--- src/rtl/time_base_gen.sv ---
// Multi-channel programmable time base: each channel divides clk by div+1 and
// emits a registered tick strobe plus a 50%-duty divided clock, periodic or one-shot.
//
// state   | meaning
// --------+-----------------------------------------------
// ST_RUN  | channel counting (holds while en is low)
// ST_DONE | one-shot expired; waits for sync or a write
module time_base_gen #(
   parameter int CLK_FREQ = 25000000,
   parameter int CH       = 4,
   parameter int DIV_W    = 25,
   parameter int SEL_W    = 2
) (
   input  logic             clk,
   input  logic             rst,
   input  logic [CH-1:0]    en,
   input  logic [CH-1:0]    mode,
   input  logic             sync,
   input  logic             div_wr,
   input  logic [SEL_W-1:0] div_sel,
   input  logic [DIV_W-1:0] div_data,
   output logic             div_ack,
   output logic             div_err,
   output logic [CH-1:0]    tick,
   output logic [CH-1:0]    clk_out,
   output logic [CH-1:0]    done
);

   typedef enum logic {
      ST_RUN  = 1'b0,
      ST_DONE = 1'b1
   } state_t;

   localparam logic [DIV_W-1:0] DIV_RST = DIV_W'(CLK_FREQ - 1);

   state_t           state_q   [CH];
   state_t           state_nxt [CH];
   logic [DIV_W-1:0] div_q     [CH];
   logic [DIV_W-1:0] div_nxt   [CH];
   logic [DIV_W-1:0] cnt_q     [CH];
   logic [DIV_W-1:0] cnt_nxt   [CH];
   logic [CH-1:0]    tick_nxt;
   logic [CH-1:0]    clk_out_nxt;
   logic [CH-1:0]    sel_hit;
   logic             wr_valid;

   // Decode by equality per channel so an out-of-range select never indexes the arrays.
   always_comb begin
      sel_hit = '0;
      for (int i = 0; i < CH; i++) begin
         if (div_wr && ({1'b0, div_sel} == (SEL_W+1)'(i))) begin
            sel_hit[i] = 1'b1;
         end
      end
   end

   assign wr_valid = |sel_hit;

   always_comb begin
      tick_nxt    = '0;
      clk_out_nxt = clk_out;
      for (int i = 0; i < CH; i++) begin
         state_nxt[i] = state_q[i];
         div_nxt[i]   = div_q[i];
         cnt_nxt[i]   = cnt_q[i];
         if (sync || sel_hit[i]) begin
            // Restart outranks the terminal event, so a coinciding tick is swallowed.
            state_nxt[i]   = ST_RUN;
            cnt_nxt[i]     = '0;
            clk_out_nxt[i] = 1'b0;
            if (sel_hit[i]) begin
               div_nxt[i] = div_data;
            end
         end else if (state_q[i] == ST_DONE) begin
            cnt_nxt[i] = '0;
         end else if (en[i]) begin
            if (cnt_q[i] == div_q[i]) begin
               cnt_nxt[i]     = '0;
               tick_nxt[i]    = 1'b1;
               clk_out_nxt[i] = ~clk_out[i];
               if (mode[i]) begin
                  state_nxt[i] = ST_DONE;
               end
            end else begin
               cnt_nxt[i] = cnt_q[i] + DIV_W'(1);
            end
         end
      end
   end

   always_comb begin
      done = '0;
      for (int i = 0; i < CH; i++) begin
         done[i] = (state_q[i] == ST_DONE);
      end
   end

   always_ff @(posedge clk) begin
      if (rst) begin
         for (int i = 0; i < CH; i++) begin
            state_q[i] <= ST_RUN;
            div_q[i]   <= DIV_RST;
            cnt_q[i]   <= '0;
         end
         tick    <= '0;
         clk_out <= '0;
         div_ack <= 1'b0;
         div_err <= 1'b0;
      end else begin
         for (int i = 0; i < CH; i++) begin
            state_q[i] <= state_nxt[i];
            div_q[i]   <= div_nxt[i];
            cnt_q[i]   <= cnt_nxt[i];
         end
         tick    <= tick_nxt;
         clk_out <= clk_out_nxt;
         div_ack <= div_wr;
         div_err <= div_wr && !wr_valid;
      end
   end

endmodule

--- config.mk ---
export PLATFORM = sky130hd
export DESIGN_NAME = time_base_gen
export DESIGN_NICKNAME = d
export VERILOG_FILES = /design/src/rtl/time_base_gen.sv
export SDC_FILE = /design/constraint.sdc
export NUM_CORES = 1
export LEC_CHECK = 0
export CAP_MARGIN = 30
export CORE_UTILIZATION = 30
export CTS_BUF_LIST = sky130_fd_sc_hd__clkbuf_8
export DETAILED_ROUTE_END_ITERATION = 16
export PLACE_DENSITY_LB_ADDON = 0.2
export SYNTH_ARGS = -nofsm -noshare
export SYNTH_HDL_FRONTEND = slang
export SYNTH_SLANG_ARGS = --single-unit
--- constraint.sdc ---
create_clock -name clk -period 2.1 [get_ports clk]
set_input_delay 0.525 -clock clk [delete_from_list [all_inputs] [get_ports clk]]
set_output_delay 0.525 -clock clk [all_outputs]
set_load 0.005 [all_outputs]
==> metrics.yaml <==
grt_first_pass_wirelength_mm: 40.8
timing.rr.end: "clk_out[2]"
routed_wl_mm: 25.3
place_hpwl_mm: 18.1
slew_violations: 0
cts_tree: "yes"
cts_root_buf: "clkbuf_8"
core_um2: 31600
ios: 53
cpMaxStageDelayCell: "clkdlybuf4s50_1"
fmax_mhz: 498
cp_data_arrival_time_ns: 1.48
grt_max_degree: 102
yosys.area.top_type_share: 0.442
setup-violations-final: 0
cts_sinks: 214
ys_ff_latch: 214
vias_per_cell: 4.59
worstPathRequired_ns: 1.57
hold_class: "reg2reg"
p_leak_uw: 0.00446
first_iter_violations: 452
gp_congestion: 0.789
rr_worst_depth: 5
ir_drop_uv: 290
die-area_um2: 33000
drive_above_1_share: 0.128
netlist_top_cells_count: "nand2_1, dfxtp_1, nor2_1"
critPathMaxFanout: 6
insertedDiodeCount: 0
synth_most_common_cell: "nand2_1"
min_to: "div_q[1][23]"
first_global_vias: 7536
path_cells: "clkdlybuf4s50_1"
post-route-period-util: 0.956
rsz0062_at_grt: "false"
clk_latency_ns: 0.53
async_flop_share: 0
outcome: "complete, no violations"
gr-usage-all-layers: 0.156
layout.nets: 1303
finalHoldViolations: 0
critPathLaunchType: "flip-flop"
max_slew.worst_pin.slew_ns: 0.954
die_x_um: 182
max_slew_margin: 0.364
r2r_setup_slack_ns: 0.14
min_from: "div_q[1][23]"
syn_inst: 1144
synthTopCellsByArea: "dfxtp_1, xnor2_1, nand2_1"
htree_levels: 2
ctsHoldBuffers: 0
drc_errors: 0
antenna_found_initial: 0
first_pass_iters: 4
io_buffers: 52
dieHeight_um: 182
std_cell_rows: 65
wl_per_cell_um: 15.0
hold_depth: 2
period_minus_slack_ns: 2.01
final_area_um2: 11900
overflow: 0
fill_cells: 3206
synthesis.area_um2: 9680
postPlaceCellArea_um2: 11100
vias: 7743
ant_nets: 0
synth_nets: 1187
worst-path-buf-inv: 1
hold_ws_ns: 0.470
syn_area_per_cell_um2: 8.46
clockBufferDepth: 3
seq_area_frac_synth: 0.442
end_kind: "output pin"
yosysTopAreaCell: "dfxtp_1"
cts.clk_slew.worst_paths_ns: 0.05
cp_slowest_stage_delay_ns: 0.54
synthToLayoutAreaGrowth_pct: 22.5
skew_ns: 0.0197
maxCapViolCount: 0
p_total_uw: 8470
r2r_start: "cnt_q[2][1]"
power.density_nw_per_um2: 714
crit_type: "reg2out"
numCtsBuffers: 40
yosys_warnings: 0
initial_core_util: 0.306
synth_ff_type: "dfxtp_1"
cp_top_family: "buffers and inverters"
synth_edf_count: 0
ys_types: 44
how the worst max path moves through the flow:
stage,depth (start not counted),startpoint,endpoint
after floorplan,6,en[1],cnt_q[1][21]
after global placement,6,en[1],cnt_q[1][23]
after detailed placement,6,en[1],cnt_q[1][21]
after CTS,1,state_q[1],done[1]
final,1,state_q[1],done[1]
after global routing,5,div_q[1][14],clk_out[1]
cell usage in the layout (no fill, tap or decap), types with 9 or more instances in the layout:
cell	netlist	routed
nand2_1	235	235
dfxtp_1	214	205
nor2_1	128	128
xnor2_1	102	100
xor2_1	90	90
buf_4	5	76
nand3b_1	69	69
clkdlybuf4s50_1	0	51
nand4_1	45	45
clkbuf_8	1	45
a21oi_1	38	37
nand3_1	30	30
nor4_1	26	26
inv_1	10	26
and3_1	23	23
nor3_1	15	15
dfxtp_2	0	9
power breakdown:
| part | leakage, uW | switching, uW | internal (uW) |
|---|---|---|---|
| Sequential | 0.00174 | 75.5 | 4160 |
| Clock | 0.000429 | 1720 | 1950 |
| Combinational | 0.00229 | 305 | 264 |
| Total | 0.00446 | 2100 | 6370 |
per-layer routing:
| layer | global-route usage | routed length [um] | part of all wire |
|---|---|---|---|
| met1 | 0.210 | 12500 | 0.49 |
| met2 | 0.252 | 11400 | 0.45 |
| met3 | 0.0305 | 1060 | 0.042 |
| met4 | 0.0441 | 400 | 0.016 |
| met5 | 0 | 0 | 0 |
kinds of logic after synthesis:
family | count (synthesis) | share of synthesized area
fa+ha+maj | 4 | 0.00517
buf+inv | 71 | 0.0352
mux | 4 | 0.00414
flops | 214 | 0.442
other cells | 1 | 0.000387
compound gates | 51 | 0.0295
xor+xnor | 194 | 0.177
simple gates | 605 | 0.306
state kept, by name (all words and copies together), names as in the netlist:
| register | flops |
|---|---|
| div_ack | 1 |
| tick | 4 |
| clk_out | 4 |
| state_q | 4 |
| div_q | 100 |
| div_err | 1 |
| cnt_q | 100 |
through the flow:
step / util / std cells / TNS [ns] / setup WS [ns]
6_report: 0.375 / 1688 / 0 / 0.0916
3_3_place_gp: 0.351 / 1620 / -12.53 / -0.341
4_1_cts: 0.374 / 1688 / 0 / 0.0447
3_5_place_dp: 0.351 / 1620 / -13.19 / -0.344
5_1_grt: 0.375 / 1688 / 0 / 0.00527
2_1_floorplan: - / 1144 / 0 / 0.0659
layout make-up:
type	instances	area [um^2]	area share
inverter	10	37.5	0.00316
sequential	214	4300	0.362
clock inverter	23	100	0.00844
tap	402	503	0.0424
multi-input combinational	859	5080	0.428
clock buffer	45	619	0.0522
timing repair buffer	135	1230	0.103
what timing repair did:
action | CTS | global route
gates resized for setup | 0 | 12
buffers inserted | 0 | 0
setup endpoints to repair | 0 | 3
Power figures use the tool's default switching activity.
